File: config.mk
export PLATFORM = sky130hd
export DESIGN_NAME = ddr2_axi_traffic_gen
export DESIGN_NICKNAME = d
export VERILOG_FILES = /design/src/rtl/ddr2_pkg.sv /design/src/rtl/ddr2_axi_traffic_gen.sv
export SDC_FILE = /design/constraint.sdc
export NUM_CORES = 1
export LEC_CHECK = 0
export CAP_MARGIN = 20
export CORE_ASPECT_RATIO = 1.25
export CORE_MARGIN = 1.5
export CORE_UTILIZATION = 45
export CTS_CLUSTER_DIAMETER = 100
export DETAILED_ROUTE_END_ITERATION = 12
export PLACE_DENSITY = 0.81
export SLEW_MARGIN = 20
export SYNTH_ARGS = -nofsm -noshare
export SYNTH_HDL_FRONTEND = slang
export SYNTH_SLANG_ARGS = --single-unit
File: constraint.sdc
create_clock -name ACLK -period 2.8 [get_ports ACLK]
set_clock_uncertainty 0.05 [all_clocks]
set_input_delay 0.56 -clock ACLK [delete_from_list [all_inputs] [get_ports ACLK]]
set_output_delay 0.56 -clock ACLK [all_outputs]
set_load 0.01 [all_outputs]
File: src/rtl/ddr2_pkg.sv
// Shared types and helpers for the DDR2 AXI subsystem (controller and bring-up logic).
package ddr2_pkg;

    typedef enum logic [2:0] {
        StIdle,
        StWrReq,
        StWrResp,
        StRdReq,
        StRdResp,
        StDone
    } tg_state_t;

    localparam logic [1:0]  AXI_RESP_OKAY  = 2'b00;
    localparam logic [31:0] TG_PATTERN_KEY = 32'hA5A5_A5A5;

    // Address-derived test word; every address gets a distinct value.
    function automatic logic [31:0] tg_pattern(input logic [31:0] addr);
        return addr ^ TG_PATTERN_KEY;
    endfunction

endpackage

File: src/rtl/ddr2_axi_traffic_gen.sv
// AXI4-Lite bring-up master: writes an address pattern to NUM_WORDS words, reads it back,
// and reports pass/fail, error count, first failing address and handshake timeouts.
module ddr2_axi_traffic_gen
    import ddr2_pkg::*;
#(
    parameter int unsigned            ADDR_WIDTH   = 28,
    parameter int unsigned            DATA_WIDTH   = 32,
    parameter int unsigned            AXI_ID_WIDTH = 4,
    parameter int unsigned            NUM_WORDS    = 256,
    parameter logic [ADDR_WIDTH-1:0]  BASE_ADDR    = '0,
    parameter logic [DATA_WIDTH-1:0]  CMP_MASK     = '1,
    parameter int unsigned            TIMEOUT      = 1024
) (
    input  logic                      ACLK,
    input  logic                      ARESETN,
    input  logic                      start,
    output logic                      busy,
    output logic                      done,
    output logic                      pass,
    output logic                      timeout,
    output logic [15:0]               err_count,
    output logic [ADDR_WIDTH-1:0]     first_err_addr,

    output logic [AXI_ID_WIDTH-1:0]   M_AXI_AWID,
    output logic [ADDR_WIDTH-1:0]     M_AXI_AWADDR,
    output logic                      M_AXI_AWVALID,
    input  logic                      M_AXI_AWREADY,
    output logic [DATA_WIDTH-1:0]     M_AXI_WDATA,
    output logic [DATA_WIDTH/8-1:0]   M_AXI_WSTRB,
    output logic                      M_AXI_WVALID,
    input  logic                      M_AXI_WREADY,
    input  logic [1:0]                M_AXI_BRESP,
    input  logic                      M_AXI_BVALID,
    output logic                      M_AXI_BREADY,
    output logic [AXI_ID_WIDTH-1:0]   M_AXI_ARID,
    output logic [ADDR_WIDTH-1:0]     M_AXI_ARADDR,
    output logic                      M_AXI_ARVALID,
    input  logic                      M_AXI_ARREADY,
    input  logic [DATA_WIDTH-1:0]     M_AXI_RDATA,
    input  logic [1:0]                M_AXI_RRESP,
    input  logic                      M_AXI_RVALID,
    output logic                      M_AXI_RREADY
);

    localparam int unsigned       IdxW      = (NUM_WORDS > 1) ? $clog2(NUM_WORDS) : 1;
    localparam int unsigned       WdW       = $clog2(TIMEOUT + 1);
    localparam int unsigned       ByteShift = $clog2(DATA_WIDTH / 8);
    localparam logic [IdxW-1:0]   LastIdx   = IdxW'(NUM_WORDS - 1);
    localparam logic [WdW-1:0]    WdLimit   = WdW'(TIMEOUT - 1);

    function automatic logic [ADDR_WIDTH-1:0] word_addr(input logic [IdxW-1:0] i);
        return BASE_ADDR + (ADDR_WIDTH'(i) << ByteShift);
    endfunction

    function automatic logic [DATA_WIDTH-1:0] word_data(input logic [ADDR_WIDTH-1:0] a);
        return DATA_WIDTH'(tg_pattern(32'(a)));
    endfunction

    tg_state_t               state_q, state_d;
    logic [IdxW-1:0]         idx_q, idx_d, idx_inc;
    logic [WdW-1:0]          wd_q, wd_d;
    logic                    aw_done_q, aw_done_d, w_done_q, w_done_d;
    logic                    awvalid_q, awvalid_d, wvalid_q, wvalid_d, bready_q, bready_d;
    logic                    arvalid_q, arvalid_d, rready_q, rready_d;
    logic [ADDR_WIDTH-1:0]   awaddr_q, awaddr_d, araddr_q, araddr_d;
    logic [DATA_WIDTH-1:0]   wdata_q, wdata_d;
    logic                    busy_q, busy_d, done_q, done_d, pass_q, pass_d;
    logic                    timeout_q, timeout_d;
    logic [15:0]             err_q, err_d;
    logic [ADDR_WIDTH-1:0]   first_err_q, first_err_d;
    logic                    aw_hs, w_hs, b_hs, ar_hs, r_hs;
    logic                    err_hit, in_wait;
    logic [ADDR_WIDTH-1:0]   err_addr;

    assign aw_hs   = awvalid_q & M_AXI_AWREADY;
    assign w_hs    = wvalid_q & M_AXI_WREADY;
    assign b_hs    = bready_q & M_AXI_BVALID;
    assign ar_hs   = arvalid_q & M_AXI_ARREADY;
    assign r_hs    = rready_q & M_AXI_RVALID;
    assign idx_inc = idx_q + IdxW'(1);
    assign in_wait = (state_q == StWrReq) || (state_q == StWrResp) ||
                     (state_q == StRdReq) || (state_q == StRdResp);

    always_comb begin
        state_d     = state_q;
        idx_d       = idx_q;
        aw_done_d   = aw_done_q;
        w_done_d    = w_done_q;
        awvalid_d   = awvalid_q;
        wvalid_d    = wvalid_q;
        bready_d    = bready_q;
        arvalid_d   = arvalid_q;
        rready_d    = rready_q;
        awaddr_d    = awaddr_q;
        araddr_d    = araddr_q;
        wdata_d     = wdata_q;
        busy_d      = busy_q;
        done_d      = done_q;
        pass_d      = pass_q;
        timeout_d   = timeout_q;
        err_d       = err_q;
        first_err_d = first_err_q;
        err_hit     = 1'b0;
        err_addr    = awaddr_q;

        case (state_q)
            StIdle: begin
                if (start) begin
                    state_d     = StWrReq;
                    idx_d       = '0;
                    err_d       = '0;
                    first_err_d = '0;
                    timeout_d   = 1'b0;
                    done_d      = 1'b0;
                    pass_d      = 1'b0;
                    busy_d      = 1'b1;
                    awvalid_d   = 1'b1;
                    wvalid_d    = 1'b1;
                    awaddr_d    = word_addr('0);
                    wdata_d     = word_data(word_addr('0));
                end
            end
            StWrReq: begin
                // AW and W complete independently; move on once both have.
                if (aw_hs) begin
                    awvalid_d = 1'b0;
                    aw_done_d = 1'b1;
                end
                if (w_hs) begin
                    wvalid_d = 1'b0;
                    w_done_d = 1'b1;
                end
                if ((aw_done_q || aw_hs) && (w_done_q || w_hs)) begin
                    state_d   = StWrResp;
                    bready_d  = 1'b1;
                    aw_done_d = 1'b0;
                    w_done_d  = 1'b0;
                end
            end
            StWrResp: begin
                if (b_hs) begin
                    bready_d = 1'b0;
                    err_hit  = (M_AXI_BRESP != AXI_RESP_OKAY);
                    err_addr = awaddr_q;
                    if (idx_q == LastIdx) begin
                        idx_d     = '0;
                        state_d   = StRdReq;
                        arvalid_d = 1'b1;
                        araddr_d  = word_addr('0);
                    end else begin
                        idx_d     = idx_inc;
                        state_d   = StWrReq;
                        awvalid_d = 1'b1;
                        wvalid_d  = 1'b1;
                        awaddr_d  = word_addr(idx_inc);
                        wdata_d   = word_data(word_addr(idx_inc));
                    end
                end
            end
            StRdReq: begin
                if (ar_hs) begin
                    arvalid_d = 1'b0;
                    rready_d  = 1'b1;
                    state_d   = StRdResp;
                end
            end
            StRdResp: begin
                if (r_hs) begin
                    rready_d = 1'b0;
                    err_hit  = (M_AXI_RRESP != AXI_RESP_OKAY) ||
                               (((M_AXI_RDATA ^ word_data(araddr_q)) & CMP_MASK) != '0);
                    err_addr = araddr_q;
                    if (idx_q == LastIdx) begin
                        state_d = StDone;
                    end else begin
                        idx_d     = idx_inc;
                        state_d   = StRdReq;
                        arvalid_d = 1'b1;
                        araddr_d  = word_addr(idx_inc);
                    end
                end
            end
            StDone: begin
                done_d  = 1'b1;
                busy_d  = 1'b0;
                pass_d  = (err_q == '0) && !timeout_q;
                state_d = StIdle;
            end
            default: state_d = StIdle;
        endcase

        if (err_hit) begin
            if (err_q == '0) first_err_d = err_addr;
            if (err_q != 16'hFFFF) err_d = err_q + 16'd1;
        end

        // Watchdog: the current state has stalled for TIMEOUT cycles.
        if (in_wait && (state_d == state_q) && (wd_q == WdLimit)) begin
            timeout_d = 1'b1;
            awvalid_d = 1'b0;
            wvalid_d  = 1'b0;
            bready_d  = 1'b0;
            arvalid_d = 1'b0;
            rready_d  = 1'b0;
            aw_done_d = 1'b0;
            w_done_d  = 1'b0;
            state_d   = StDone;
        end

        wd_d = (state_d != state_q) ? '0 : wd_q + WdW'(1);
    end

    always_ff @(posedge ACLK or negedge ARESETN) begin
        if (!ARESETN) begin
            state_q     <= StIdle;
            idx_q       <= '0;
            wd_q        <= '0;
            aw_done_q   <= 1'b0;
            w_done_q    <= 1'b0;
            awvalid_q   <= 1'b0;
            wvalid_q    <= 1'b0;
            bready_q    <= 1'b0;
            arvalid_q   <= 1'b0;
            rready_q    <= 1'b0;
            awaddr_q    <= '0;
            araddr_q    <= '0;
            wdata_q     <= '0;
            busy_q      <= 1'b0;
            done_q      <= 1'b0;
            pass_q      <= 1'b0;
            timeout_q   <= 1'b0;
            err_q       <= '0;
            first_err_q <= '0;
        end else begin
            state_q     <= state_d;
            idx_q       <= idx_d;
            wd_q        <= wd_d;
            aw_done_q   <= aw_done_d;
            w_done_q    <= w_done_d;
            awvalid_q   <= awvalid_d;
            wvalid_q    <= wvalid_d;
            bready_q    <= bready_d;
            arvalid_q   <= arvalid_d;
            rready_q    <= rready_d;
            awaddr_q    <= awaddr_d;
            araddr_q    <= araddr_d;
            wdata_q     <= wdata_d;
            busy_q      <= busy_d;
            done_q      <= done_d;
            pass_q      <= pass_d;
            timeout_q   <= timeout_d;
            err_q       <= err_d;
            first_err_q <= first_err_d;
        end
    end

    assign busy           = busy_q;
    assign done           = done_q;
    assign pass           = pass_q;
    assign timeout        = timeout_q;
    assign err_count      = err_q;
    assign first_err_addr = first_err_q;
    assign M_AXI_AWID     = '0;
    assign M_AXI_AWADDR   = awaddr_q;
    assign M_AXI_AWVALID  = awvalid_q;
    assign M_AXI_WDATA    = wdata_q;
    assign M_AXI_WSTRB    = '1;
    assign M_AXI_WVALID   = wvalid_q;
    assign M_AXI_BREADY   = bready_q;
    assign M_AXI_ARID     = '0;
    assign M_AXI_ARADDR   = araddr_q;
    assign M_AXI_ARVALID  = arvalid_q;
    assign M_AXI_RREADY   = rready_q;

endmodule

* Word level (Yosys, flattened, before mapping)
Index checks and enable logic that the tools add are counted.
** Word-level totals
- Bits in registers :: 165
- Output and inout bits :: 153
- Bits of input ports :: 44
** Operators by class
- $add $sub $neg :: 3
- Reduce and logical (&&, ||, !) cells :: 41
- Mux-type cells :: 78
- Equality and inequality tests :: 26
- Bitwise gates (word level) :: 8
** Operator list (count)
- two-way mux 28 bit :: 12
- one-hot mux 28 bit (2 select lines) :: 2
- two-way mux 32 bit :: 3
- two-way mux 16 bit :: 4
- one-hot mux 32 bit (2 select lines) :: 1
- two-way mux 8 bit :: 5
- nonzero test 32 bit :: 1
- XOR 32 bit :: 1
- two-way mux 1 bit :: 31
- one-hot mux 8 bit (3 select lines) :: 1
- two-way mux 3 bit :: 7
- inequality test 3 x 2 -> 1 bit (second input constant) :: 7
- AND reduction 5 bit :: 4
- adder 16 x 1 -> 16 bit (second input constant) :: 1
- zero test 16 bit :: 1
- inequality test 16 bit (second input constant) :: 1
- inverter 14 -> 16 bit :: 1
- inverter 5 -> 16 bit :: 1
- nonzero test 2 bit :: 8
- one-hot mux 3 bit (5 select lines) :: 1
- nonzero test 3 bit :: 5
- one-hot mux 1 bit (2 select lines) :: 6
- adder 11 x 1 -> 11 bit (second input constant) :: 1
- equality test 11 x 10 -> 1 bit (second input constant) :: 1
- other kinds (24) :: 50

* Longest topological paths before layout
Gate-level depths: netlist of the first run.
- Depth after elaboration :: 11
- Gate-level depth with buffers :: 9
- Gate-level depth less buffers :: 7

* Worst setup path after synthesis of the first run
OpenSTA, ideal clock, no wires.
- Path type :: input to register
- Start point :: in M_AXI_RRESP[1]
- End point :: reg err_q[9], in the netlist err_count[9]
- Arrival time :: 2.051 ns
- Required time :: 2.631 ns
- Path slack :: 0.581 ns
- Setup time :: 0.119 ns
- Buffers on the path :: 1
- Stages on the path :: 7
- Cell sequence :: nor4b_1 > nand4_1 > or4_4 > a21oi_4 > buf_4 > nor4_1 > o21a_1
** On the way
- Cells in the longest elaborated chain, start to end :: 5
** RTL lines
- start: declaration :: line ddr2_axi_traffic_gen.sv:40 : input logic [1:0] M_AXI_RRESP,
- nonzero test 2 bit :: line ddr2_axi_traffic_gen.sv:170 : err_hit = (M_AXI_RRESP != AXI_RESP_OKAY) ||
- logical OR 1 bit :: line ddr2_axi_traffic_gen.sv:170
- two-way mux 1 bit :: line ddr2_axi_traffic_gen.sv:168 : if (r_hs) begin
- one-hot mux 1 bit (2 select lines) :: line ddr2_axi_traffic_gen.sv:106 : case (state_q)
- two-way mux 16 bit :: line ddr2_axi_traffic_gen.sv:192 : if (err_hit) begin
- via err_d[9] :: line ddr2_axi_traffic_gen.sv:69 : logic [15:0] err_q, err_d;
- end signal: assignment :: line ddr2_axi_traffic_gen.sv:252 : err_q <= err_d;
- end: declaration :: line ddr2_axi_traffic_gen.sv:69
The timed path passes the listed nets, and every way through them passes these cells.
A chain may end at the register's enable or synchronous reset.

* Worst setup path after layout of the first run
- Start point :: reg state_q[2]
- End point :: reg err_q[11], in the netlist err_count[11]
** On the way
- Cells in the longest elaborated chain, start to end :: 4
- Elaborated cells on any way between the ends :: 7
** RTL lines
- start: declaration :: line ddr2_axi_traffic_gen.sv:59 : tg_state_t state_q, state_d;
- start signal: assignment :: line ddr2_axi_traffic_gen.sv:215 : state_q <= StIdle;
- start signal: assignment :: line ddr2_axi_traffic_gen.sv:235 : state_q <= state_d;
- zero test 3 bit :: line ddr2_axi_traffic_gen.sv:106
- two-way mux 16 bit :: line ddr2_axi_traffic_gen.sv:106
- two-way mux 16 bit :: line ddr2_axi_traffic_gen.sv:194 : if (err_q != 16'hFFFF) err_d = err_q + 16'd1;
- two-way mux 16 bit (*) :: line ddr2_axi_traffic_gen.sv:192
- via err_d[11] :: line ddr2_axi_traffic_gen.sv:69
The timed path passes the listed nets; every way through them passes the cells marked *.

==> results of run 1 <==
synthesized netlist by cell type, drive strengths merged, types with 6 or more instances:
cell type and count:
dfrtp 98, buf 90, nand2 57, nor2 30, o21ai 27, and2 22, a21oi 21, mux2i 20
nand3 17, o31ai 13, nand4 12, xnor2 12, xor2 11, inv 10, a21o 7, nor2b 7
nor3 7, o211ai 7, clkbuf 6, or3 6
registers in the layout (all words and copies together) (netlist names):
register and cells:
aw_done_q 1, M_AXI_AWVALID 1, first_err_addr 28, busy 1, M_AXI_WVALID 1, idx_q 8, done 1, timeout 1
pass 1, wd_q 11, M_AXI_ARVALID 1, M_AXI_WDATA 6, M_AXI_AWADDR 7, state_q 3, M_AXI_BREADY 1, w_done_q 1
M_AXI_ARADDR 8, err_count 16, M_AXI_RREADY 1
critical path, stage by stage, from the launching register on:
cell,delay [ns]
dfrtp_1,0.53
nor3b_2,0.42
nand2_1,0.20
a211oi_2,0.31
a21oi_4,0.06
buf_12,0.16
or4_1,0.46
a21oi_1,0.17
kinds of logic after synthesis:
family                     count (synthesis)
buffers and inverters                    106
and+or+nand+nor                          198
AOI/OAI and AO/OA                         99
muxes                                     20
other                                      2
xor gates and xnor gates                  23
adders and majority gates                  4
DFF                                       98
stage by stage:
stage | cell area, µm² | std cells | setup slack [ns]
CTS | 6910 | 846 | 0.363
finish | 6910 | 846 | 0.348
global route | 6910 | 846 | 0.203
detailed placement | 6620 | 830 | 0.0618
floorplan | 5580 | 612 | 0.581
global placement | 6620 | 830 | 0.121
where the power goes:
group	switching [W]	leakage (nW)	internal, W
sequential	0.000145	1.32	0.00153
clock	0.000569	0.138	0.000617
combinational	0.000734	1.61	0.000562
worst max path at each step:
stage | endpoint | startpoint
floorplan | err_count[9] | M_AXI_RRESP[1]
global placement | first_err_addr[8] | M_AXI_RDATA[31]
detailed placement | first_err_addr[7] | M_AXI_RRESP[1]
CTS | err_count[11] | state_q[2]
global route | err_count[11] | state_q[2]
finish | err_count[11] | state_q[2]
cell type report:
| cell class | count | share of cell area (%) |
|---|---|---|
| Clock buffer | 9 | 3.26 |
| Clock inverter | 7 | 0.852 |
| Inverter | 10 | 0.544 |
| Multi-Input combinational cell | 408 | 35.0 |
| Sequential cell | 98 | 35.5 |
| Tap cell | 161 | 2.92 |
| Timing Repair Buffer | 153 | 21.9 |
layer usage:
metal / track usage [%] / vias to the layer above / part of all wire (%)
met2: 35.3 / 140 / 51
met5: 0 / - / 0
li1: - / 2044 / -
met3: 3.93 / 16 / 4.3
met1: 28.5 / 2123 / 43
met4: 6.88 / 0 / 1.5
==> flow_summary.json, run 1 <==
{
  "p_leak_nw": 3.07,
  "maxSlewHeadroom_pct": 55.3,
  "first_pass_iters": 5,
  "setup_viol": 0,
  "ys_types": 59,
  "synthSimpleGateAreaFrac_pct": 19.9,
  "cts_tree": "done",
  "multi_input_area_um2": 2420,
  "avgRoutedWirePerCell_um": 15.4,
  "layout_common_cells": "clkdlybuf4s50_1, dfrtp_1, conb_1, nand2_1, nor2_1",
  "synth_top_area_share_pct": 45.9,
  "grt.total_usage_pct": 21.5,
  "cp_data_arrival_time_ns": 2.67,
  "grt_pass1_wl_um": 21600,
  "die_area_um2": 12500,
  "htreeDepth": 3,
  "yosys-top-cells-area": "dfrtp_1, buf_4, nand2_1",
  "fmax_ghz": 0.408,
  "synth_area_per_cell_um2": 9.72,
  "fin_nets": 728,
  "path_class": "register to register",
  "fin_crit_ns": 2.45,
  "post_cts_buffers": 0,
  "crit_fanout": 28,
  "clk_pin_slew_ns": 0.07,
  "final_core_util_pct": 59.4,
  "area_delta_synth_final_pct": 29.2,
  "ys_seq_area_share_pct": 45.9,
  "routed_wl_um": 13000,
  "cts.path.max_buffers": 2,
  "drt_first_iter_violations": 287,
  "die_w_um": 100,
  "cts_sinks": 98,
  "gp_congestion": 0.894,
  "diodes": 0,
  "antenna_found_initial": 0,
  "initial_core_util_pct": 46.0,
  "r2r_slack_ns": 0.35,
  "via_count": 4323,
  "ctsRootBufferMaster": "clkbuf_16",
  "worst_pin_slew_ns": 0.668,
  "synth-seq-cells": 98,
  "synthFlopType": "dfrtp_1",
  "layout_commonest_cell": "clkdlybuf4s50_1",
  "setup_tns_ns": 0,
  "fin_crit_sh_pct": 87.6,
  "synth-compound-area-share_pct": 12.4,
  "slew_violations": 0,
  "io_buffers": 132,
  "synthCells": 550,
  "synth_fa_ha_area_share_pct": 0.937,
  "startpoint_type": "register",
  "synthXorXnorAreaFrac_pct": 3.77,
  "ctsHoldBuffers": 0,
  "cp.required_ns": 3.01,
  "reg2reg_depth": 7,
  "cts_resized": 0,
  "clkLatencyLatePin_ns": 0.35,
  "synthMuxAreaShare_pct": 3.75,
  "cap_violations": 0,
  "ant_nets": 0,
  "fillers": 992,
  "numCtsBuffers": 9,
  "core_um2": 11600,
  "reg2reg_to": "err_count[11]",
  "grt-ovfl-total": 0,
  "core.rowCount": 44,
  "rsz0062_at_grt": "false",
  "num_io_pins": 197,
  "r2r_start": "state_q[2]",
  "drc": 0,
  "synth_area_um2": 5340,
  "die_y_um": 125,
  "ff_latch_area_um2": 2450,
  "cp-end-kind": "register",
  "grt_pass1_vias": 4258,
  "power_density_nw_per_um2": 602,
  "synth_area_leader_cell": "dfrtp_1",
  "min_path_type": "input pin to async pin",
  "grt_start_max_net_pins": 53,
  "synth_warnings": 0,
  "hold_viol_final": 0,
  "via_per_inst": 5.11,
  "status": "finished, final reports clean",
  "drive_gt1_share_pct": 7.88,
  "peakVddDrop_mv": 0.412,
  "synth_top_family_by_area": "simple AND/OR/NAND/NOR gates",
  "whs_ns": 0.0715,
  "synth-edff-count": 0,
  "power.total_w": 0.00416,
  "synthArstFlopShare_pct": 100,
  "dp_hpwl_um": 9760
}
(Power assumes the default switching activity.)
==> inputs of run 2 (changes only) <==
--- a/config.mk
+++ b/config.mk
@@ -12,6 +12,7 @@
 export CTS_CLUSTER_DIAMETER = 100
 export DETAILED_ROUTE_END_ITERATION = 12
 export PLACE_DENSITY = 0.81
+export REMOVE_ABC_BUFFERS = 1
 export SLEW_MARGIN = 20
 export SYNTH_ARGS = -nofsm -noshare
 export SYNTH_HDL_FRONTEND = slang
==> constraint.sdc (replaced) <==
create_clock -name ACLK -period 2.4 [get_ports ACLK]
set_clock_uncertainty 0.05 [all_clocks]
set_input_delay 0.48 -clock ACLK [delete_from_list [all_inputs] [get_ports ACLK]]
set_output_delay 0.48 -clock ACLK [all_outputs]
set_load 0.01 [all_outputs]
==> flow_summary.json, run 2 (synthesized netlist as in run 1, its figures left out) <==
{
  "status": "finished, final reports clean",
  "hold_viol_final": 0,
  "cp.required_ns": 2.60,
  "cap_violations": 0,
  "die_area_um2": 12500,
  "layout_commonest_cell": "clkdlybuf4s50_1",
  "critPathTopFamily": "buffers and inverters",
  "gp_congestion": 0.878,
  "ctsRootBufferMaster": "clkbuf_16",
  "fillers": 924,
  "drive_gt1_share_pct": 11.3,
  "drc": 0,
  "slew_violations": 0,
  "first_pass_iters": 4,
  "core.rowCount": 44,
  "fmax_ghz": 0.424,
  "power.total_w": 0.00527,
  "grt_pass1_vias": 4269,
  "via_count": 4449,
  "worst_pin_slew_ns": 0.515,
  "initial_core_util_pct": 46.0,
  "die_w_um": 100,
  "fin_crit_sh_pct": 98.3,
  "numCtsBuffers": 9,
  "crit_slowest_cell": "or4_4",
  "crit_fanout": 7,
  "grt.total_usage_pct": 21.1,
  "fin_nets": 749,
  "diodes": 0,
  "final_core_util_pct": 62.8,
  "min_path_type": "register to register",
  "p_leak_nw": 3.42,
  "num_io_pins": 197,
  "clk_pin_slew_ns": 0.07,
  "routed_wl_um": 13600,
  "layout_common_cells": "clkdlybuf4s50_1, dfrtp_1, conb_1, nand2_1, buf_4",
  "max_stage_delay_ns": 0.60,
  "startpoint_type": "input pin",
  "avgRoutedWirePerCell_um": 15.7,
  "io_buffers": 132,
  "drt_first_iter_violations": 203,
  "cts.path.max_buffers": 2,
  "core_um2": 11600,
  "grt-ovfl-total": 0,
  "cp_cell_sequence": "clkdlybuf4s50_1, xnor2_1, nand4_1, or4_4, a21oi_4, buf_12, buf_6, o31ai_2, a21oi_1",
  "maxSlewHeadroom_pct": 65.6,
  "ant_nets": 0,
  "cts_sinks": 98,
  "area_delta_synth_final_pct": 36.6,
  "antenna_found_initial": 0,
  "rsz0062_at_grt": "true",
  "die_y_um": 125,
  "fin_crit_ns": 2.36,
  "cts_tree": "done",
  "clkLatencyLatePin_ns": 0.34,
  "path_class": "input pin to register",
  "grt_pass1_wl_um": 20900,
  "htreeDepth": 3,
  "peakVddDrop_mv": 0.468,
  "via_per_inst": 5.13,
  "setup_viol": 0,
  "largest_register_ffs": 28,
  "power_density_nw_per_um2": 722,
  "cp-end-kind": "register",
  "placedInstanceArea_um2": 6760,
  "setup_tns_ns": 0,
  "stdcell_area_um2": 7300,
  "cp_data_arrival_time_ns": 2.56,
  "critPathBufInv": 3,
  "grt_start_max_net_pins": 58,
  "dp_hpwl_um": 9950
}
==> run 2: worst register-to-register path: cells and delay by family (launching register included) <==
family,cells,cell delay (ns)
fa+ha+maj,1,0.23
compound gates,4,0.63
buf+inv,2,0.26
simple gates,2,0.55
flops,1,0.45
==> run 2: path summary, 6_finish.rpt <==
path | slack (ns) | startpoint | depth (start not counted) | endpoint
hold reg to reg | 0.43 | done | 2 | done
min in group asynchronous | 0.47 | ARESETN | 2 | M_AXI_WDATA[8]
setup / recovery | 0.04 | M_AXI_RDATA[6] | 9 | err_count[6]
setup reg to reg | 0.14 | err_count[0] | 9 | err_count[6]
max in group asynchronous | 1.19 | ARESETN | 3 | err_count[6]
hold / removal | 0.43 | done | 2 | done
==> run 2: area by class of cell <==
cell class                      count  area [µm²]  area share, %
Clock inverter                      4        98.8           1.35
Multi-Input combinational cell    408        2490           34.1
Timing Repair Buffer              174        1770           24.3
Tap cell                          161         201           2.76
Inverter                           10        37.5          0.514
Sequential cell                    98        2450           33.6
Clock buffer                       12         246           3.38
==> run 2: routing by layer <==
layer / vias to the layer above / track usage [%] / part of all wire (%)
met1: 2214 / 25.8 / 40
met2: 136 / 36.9 / 54
met3: 22 / 3.31 / 3.6
li1: 2077 / - / -
met4: 0 / 8.37 / 2.1
met5: - / 0 / 0
==> run 2: through the flow <==
stage	worst slack [ns]	instances	hold WS, ns
after floorplan	-0.00833	516	0.134
after global placement	-0.317	847	0.268
after detailed placement	-0.360	847	0.268
after CTS	0.0567	864	0.435
after global routing	-0.0285	867	0.459
final	0.0419	867	0.431
==> run 2: what timing repair did <==
item / CTS / global route
gates resized for setup: 1 / 29
setup endpoints to repair: 1 / 30
hold buffers: 1 / 0
hold endpoints to repair: 8 / 0
cloned: 0 / 2
setup buffers: 0 / 1
pin swaps: 0 / 11
==> run 2: power by group <==
| group | leakage (nW) | internal (W) | switching, W | total, W |
|---|---|---|---|---|
| combinational | 1.93 | 0.000770 | 0.000912 | 0.00168 |
| clock | 0.167 | 0.00105 | 0.000599 | 0.00165 |
| sequential | 1.32 | 0.00179 | 0.000149 | 0.00194 |
| total | 3.42 | 0.00361 | 0.00166 | 0.00527 |
